**config.mk**
```make
export PLATFORM = sky130hd
export DESIGN_NAME = fifo_tx_serializer
export DESIGN_NICKNAME = d
export VERILOG_FILES = /design/src/rtl/fifo_tx_serializer.sv
export SDC_FILE = /design/constraint.sdc
export NUM_CORES = 1
export LEC_CHECK = 0
export CAP_MARGIN = 5
export CORE_MARGIN = 5
export CORE_UTILIZATION = 25
export DETAILED_ROUTE_END_ITERATION = 16
export PLACE_DENSITY = 0.54
export SLEW_MARGIN = 20
export SYNTH_ARGS = -nofsm -noshare
export SYNTH_HDL_FRONTEND = slang
export SYNTH_SLANG_ARGS = --single-unit
```
**constraint.sdc**
```tcl
create_clock -name clk -period 4.7 [get_ports clk]
set_input_delay 1.175 -clock clk [delete_from_list [all_inputs] [get_ports clk]]
set_output_delay 1.175 -clock clk [all_outputs]
set_load 0.005 [all_outputs]
```
**src/rtl/fifo_tx_serializer.sv**
```systemverilog
// Byte-to-serial transmitter fed from an upstream FIFO.
// Each frame is a start bit (0), eight data bits LSB first and a stop bit (1),
// with every bit held for BIT_CYCLES clocks.
module fifo_tx_serializer #(
    parameter int unsigned BIT_CYCLES = 4
) (
    input  logic       clk,
    input  logic       rst,
    input  logic       tx_en,
    input  logic       empty,
    input  logic [7:0] get_data,
    output logic       get,
    output logic       tx_line,
    output logic       tx_busy,
    output logic       tx_done,
    output logic [8:0] byte_count
);

    typedef enum logic [1:0] {
        IDLE  = 2'd0,
        START = 2'd1,
        DATA  = 2'd2,
        STOP  = 2'd3
    } state_e;

    localparam int unsigned CNT_W = 8;
    localparam int unsigned IDX_W = 3;
    localparam int unsigned BYTE_W = 8;
    localparam int unsigned BCNT_W = 9;

    // Last cycle of a bit, and the cycle just before it (tx_done is registered).
    localparam logic [CNT_W-1:0] CNT_LAST = CNT_W'(BIT_CYCLES - 1);
    localparam logic [CNT_W-1:0] DONE_AT  = CNT_W'(BIT_CYCLES - 2);

    state_e              state_q, state_d;
    logic [CNT_W-1:0]    cnt_q, cnt_d;
    logic [IDX_W-1:0]    bit_q, bit_d;
    logic [BYTE_W-1:0]   shift_q, shift_d;
    logic                tx_line_q, tx_line_d;
    logic                tx_busy_q, tx_busy_d;
    logic                tx_done_q, tx_done_d;
    logic [BCNT_W-1:0]   count_q, count_d;
    logic                cnt_last;

    assign cnt_last = (cnt_q == CNT_LAST);

    // Pop strobe: only from IDLE, when enabled, data present and not in reset.
    assign get = (state_q == IDLE) & tx_en & ~empty & ~rst;

    // Next-state, datapath and registered-output decode.
    always_comb begin
        state_d   = state_q;
        cnt_d     = cnt_q;
        bit_d     = bit_q;
        shift_d   = shift_q;
        count_d   = count_q;
        tx_done_d = 1'b0;
        tx_line_d = 1'b1;
        tx_busy_d = 1'b0;

        case (state_q)
            IDLE: begin
                cnt_d = '0;
                bit_d = '0;
                if (get) begin
                    shift_d = get_data;
                    state_d = START;
                end
            end
            START: begin
                if (cnt_last) begin
                    cnt_d   = '0;
                    bit_d   = '0;
                    state_d = DATA;
                end else begin
                    cnt_d = cnt_q + CNT_W'(1);
                end
            end
            DATA: begin
                if (cnt_last) begin
                    cnt_d = '0;
                    if (bit_q == IDX_W'(7)) begin
                        state_d = STOP;
                    end else begin
                        bit_d   = bit_q + IDX_W'(1);
                        shift_d = {1'b0, shift_q[BYTE_W-1:1]};
                    end
                end else begin
                    cnt_d = cnt_q + CNT_W'(1);
                end
            end
            STOP: begin
                tx_done_d = (cnt_q == DONE_AT);
                if (cnt_last) begin
                    cnt_d   = '0;
                    count_d = count_q + BCNT_W'(1);
                    state_d = IDLE;
                end else begin
                    cnt_d = cnt_q + CNT_W'(1);
                end
            end
            default: begin
                state_d = IDLE;
            end
        endcase

        // Line level follows the state being entered so tx_line stays registered.
        case (state_d)
            START:   tx_line_d = 1'b0;
            DATA:    tx_line_d = shift_d[0];
            default: tx_line_d = 1'b1;
        endcase
        tx_busy_d = (state_d != IDLE);
    end

    // State and output registers with synchronous reset.
    always_ff @(posedge clk) begin
        if (rst) begin
            state_q   <= IDLE;
            cnt_q     <= '0;
            bit_q     <= '0;
            shift_q   <= '0;
            count_q   <= '0;
            tx_line_q <= 1'b1;
            tx_busy_q <= 1'b0;
            tx_done_q <= 1'b0;
        end else begin
            state_q   <= state_d;
            cnt_q     <= cnt_d;
            bit_q     <= bit_d;
            shift_q   <= shift_d;
            count_q   <= count_d;
            tx_line_q <= tx_line_d;
            tx_busy_q <= tx_busy_d;
            tx_done_q <= tx_done_d;
        end
    end

    assign tx_line    = tx_line_q;
    assign tx_busy    = tx_busy_q;
    assign tx_done    = tx_done_q;
    assign byte_count = count_q;

endmodule

```
# After elaboration in Yosys (flattened, before gate mapping)
# Index checks and enable logic that the tools add are counted.
# W data, S select, Z words.
# word_totals
regBits,33
in_bits,12
# op_classes
n_addsub,3
n_eq_ne,12
mux,17
n_bitwise,6
n_reduce_logical,9
# ops
cell,count
$mux W8,4
$pmux W8 S2,2
$eq A8 B2 Y1 const B,2
$mux W2,5
$add A9 B1 Y9 const B,1
$mux W3,3
$pmux W3 S3,1
$add A8 B1 Y8 const B,1
$ne A2 B2 Y1 const B,4
$pmux W2 S4,1
$reduce_and A4 Y1,2
$eq A2 B2 Y1 const B,3
$eq A2 B1 Y1 const B,2
$reduce_bool A2 Y1,2
$add A3 B1 Y3 const B,1
$and A1 B1 Y1,3
$eq A3 B3 Y1 const B,1
$not A1 Y1,3
$reduce_bool A3 Y1,1
$reduce_or A3 Y1,1
$logic_not A2 Y1,1
$pmux W1 S2,1
$reduce_and A2 Y1,1
$reduce_or A2 Y1,1

# Longest topological paths before layout
# depth
ltp_word,8
mapped_depth,6
depth_no_buf,6

# Worst setup path after synthesis
# No wires, ideal clock.
# synth_timing
kind,input-to-output
from,in empty
to,out get
arrival_ps,1942
t_required_ps,3525
slack_ps,1583
path_stages,3
n_path_buf,1
path_cell_list,nor3b_1 > and2_1 > clkbuf_1
# synth_via
elab_chain_cells,3
# synth_rtl
item,line,source
"start, declared",10,"input logic empty,"
$not A1 Y1,48,assign get = (state_q == IDLE) & tx_en & ~empty & ~rst;
$and A1 B1 Y1 (2 in a row),48,
"end, declared",12,"output logic get,"
# Every way passes these cells.

# Worst setup path in the final report
# layout_timing
from,in rst
to,out get
# layout_via
elab_chain_cells,2
# layout_rtl
item,line,source
"start, declared",8,"input logic rst,"
$not A1 Y1,48,
$and A1 B1 Y1,48,
# Every way passes these cells.

==> flow_summary_export.csv <==
group,metric,value,unit
floorplan,fp.dieH,90.01,um
sta,min_period_over_period,81.05,%
cts,numCtsBuffers,5,
sta,period_minus_slack,3.809,ns
placed_design,globalplace.congestion,0.7421,
critical_path,worst_path_max_delay_cell,"clkdlybuf4s50_1",
hold_path,hold_end,"byte_count[8]$_SDFFE_PP0P_",
cts,post_cts_buffers,0,
yosys,synth_seq_area_share,41.28,%
cts,tritoncts,"done",
grt,grt_pass1_wl,5.906,mm
yosys,synth_flop_cell,"dfxtp_1",
yosys,syn_area,1600,um^2
layout,drive_gt1_share,9.645,%
critical_path,worst-path-max-fanout,5,
yosys,synthTopCellsByArea,"dfxtp_1, nor2_1, ha_1, xor2_1, a21oi_1",
pwr,leakagePower,0.6593,nW
yosys,synth_edf_count,0,
sta,clock.fmax,262.5,MHz
sta,setup_violations,0,
hold_path,hold_start,"byte_count[8]$_SDFFE_PP0P_",
yosys,ys_async_sr_fraction,0,%
cts,cts_resized,0,
sta,clock_skew,0.007460,ns
pwr,p_per_area,260.5,nW/um^2
layout,area_growth,23.14,%
cts,path_clk_slew,0.07,ns
cts,clk_latency,0.28,ns
critical_path,worstPathRequired,3.52,ns
grt,grt_pass1_vias,1241,
cts,cts_htree_levels,2,
layout,final_nets,215,
routing,via_count,1312,
cts,ctsHoldBuffers,0,
sta,slew_headroom,50.22,%
grt,track_usage,8.821,%
sta,worst_pin_slew,0.7412,ns
yosys,synth.net_count,191,
sta,setup_tns,0,ns
layout,diodes,0,
cts,clock_sinks,33,
placed_design,dp_hpwl,2.398,mm
critical_path,reg2reg_depth,5,
pwr,irDropWorstVdd,0.08163,mV
hold_path,min_path_type,"reg2reg",
placed_design,port_buffers,24,
cts,cts-root-buf,"clkbuf_8",
yosys,ys_warn_count,0,
routing,dr.pass1.iters,4,
grt,grt_max_degree,34,
yosys,synth_area_per_cell,9.197,um^2
yosys,syn-instance-count,174,
critical_path,path_class,"in2out",
critical_path,cp-end-kind,"primary output",
critical_path,crit_buf_inv,3,
critical_path,critPathArrivalTime,2.63,ns
critical_path,max_stage_delay,0.51,ns
floorplan,coreArea,6277,um^2
critical_path,r2r_end,"byte_count[7]$_SDFFE_PP0P_",
routing,viasPerCell,4.788,
critical_path,cp_cell_sequence,"clkdlybuf4s50_1 -> nor3b_1 -> buf_4 -> and2_1 -> clkdlybuf4s50_1",
routing,drtIter0Drc,70,
yosys,yosysUniqueCellTypes,47,
floorplan,io_pins,25,
sta,rsz0062_at_grt,"no",
sta,finalHoldViolations,0,
yosys,yosys.area.top_type,"dfxtp_1",
floorplan,rows,29,
routing,ant_nets,0,
grt,gr-total-overflow,0,
critical_path,cpMostUsedCell,"clkdlybuf4s50_1",
sta,final_max_slew_viol_count,0,
cts,cts_buffer_depth,2,
critical_path,worstSetupStartpointType,"primary input",
floorplan,dieArea,8101,um^2
outcome,outcome,"finished clean",
floorplan,start_util,25.49,%
routing,routedWlPerCell,12.51,um
grt,grt_antenna_before_repair,0,
yosys,yosysTopAreaCellShare,41.28,%
critical_path,worstReg2RegStart,"cnt_q[0]$_SDFF_PP0_",
layout,final_core_util,31.39,%
critical_path,path_delay_family,"buffers and inverters",
critical_path,ff2ff_setup_slack,2.40,ns
floorplan,die_x,90.01,um
yosys,ys_seq_elements,33,
job,cap_viol_max_count,0,
hold_path,hold_depth,2,
routing,drcViolationCount,0,
routing,drt_wl_total,3.429,mm
-- worst reg2reg max path, stage by stage, from the launching register on --
cell and delay, ns:
dfxtp_1 0.41, ha_1 0.27, nor3b_4 0.52, nand4_1 0.34
or4_1 0.55, a21oi_1 0.14
-- sequential cells by signal, summed over array words and instances (netlist names) --
name / cells
shift_q: 8
tx_done: 1
state_q: 2
tx_busy: 1
bit_q: 3
cnt_q: 8
byte_count: 9
tx_line: 1
-- worst max-delay path by stage --
stage                     start  end  slack, ns  cells past startpoint
after floorplan           empty  get       1.58                      3
after global placement      rst  get       0.87                      5
after detailed placement    rst  get       0.88                      5
after CTS                   rst  get       0.87                      5
after global routing      tx_en  get       0.75                      5
final                       rst  get       0.89                      5
-- through the flow --
stage / hold WS [ns] / instance area, um^2 / setup slack [ns] / std cells / power, mW
after floorplan: 0.4482 / 1600 / 1.583 / 174 / 0.3068
after global placement: 0.4628 / 1897 / 0.8695 / 268 / 0.3243
after detailed placement: 0.4697 / 1897 / 0.8831 / 268 / 0.3241
after CTS: 0.4828 / 1971 / 0.8715 / 274 / 0.5201
after global routing: 0.5002 / 1971 / 0.7518 / 274 / 0.5374
final: 0.4793 / 1971 / 0.8908 / 274 / 0.5133
-- metal layers --
| metal | track usage (%) | wire, um |
|---|---|---|
| met5 | 0 | 0 |
| met4 | 3.722 | 65 |
| met3 | 4.341 | 235 |
| met2 | 12.99 | 1505 |
| met1 | 10.86 | 1623 |
-- cell usage after synthesis, types with 2 or more instances --
cell      instances
dfxtp_1          33
nor2_1           17
a21oi_1          12
nand2_1           9
nand2b_1          8
nand3_1           8
clkbuf_1          7
xor2_1            7
a22oi_1           6
o22ai_1           6
ha_1              5
nand4_1           4
or4_1             4
and3_1            3
inv_1             3
o21ai_0           3
o31ai_1           3
buf_6             2
nand3b_1          2
nor3b_1           2
o211ai_1          2
or3_1             2
xnor2_1           2
-- cell usage in the layout, fill, tap and decap left out, types with 6 or more instances in the layout --
cell type and count:
nand2b_1 8, a22oi_1 6, dfxtp_1 33, a21oi_1 12, clkdlybuf4s50_1 24, nand2_1 9, nand3_1 8, nor2_1 17
xor2_1 7, o22ai_1 6
-- report_power, final --
group / internal (mW) / switching [mW] / total, mW
combinational: 0.0173 / 0.0130 / 0.0303
sequential: 0.284 / 0.00357 / 0.287
clock: 0.0973 / 0.0982 / 0.195
-- final cells by class --
cell class	count	area [um^2]
fill	660	4307
tap	77	96.34
multi-input combinational	128	865.8
inverter	3	11.26
clock inverter	1	5.005
timing repair buffer	27	262.8
clock buffer	5	68.82
sequential	33	660.6
-- cells by family (layout without fill, tap and decap cells) --
family | Yosys count | count (layout) | share of synthesized area, %
simple gates | 71 | 71 | 27.21
mux | 2 | 2 | 1.329
xor+xnor | 9 | 9 | 4.926
compound gates | 41 | 41 | 16.73
flops | 33 | 33 | 41.28
buf+inv | 13 | 36 | 4.613
fa+ha+maj | 5 | 5 | 3.909
Power figures use the tool's default switching activity.
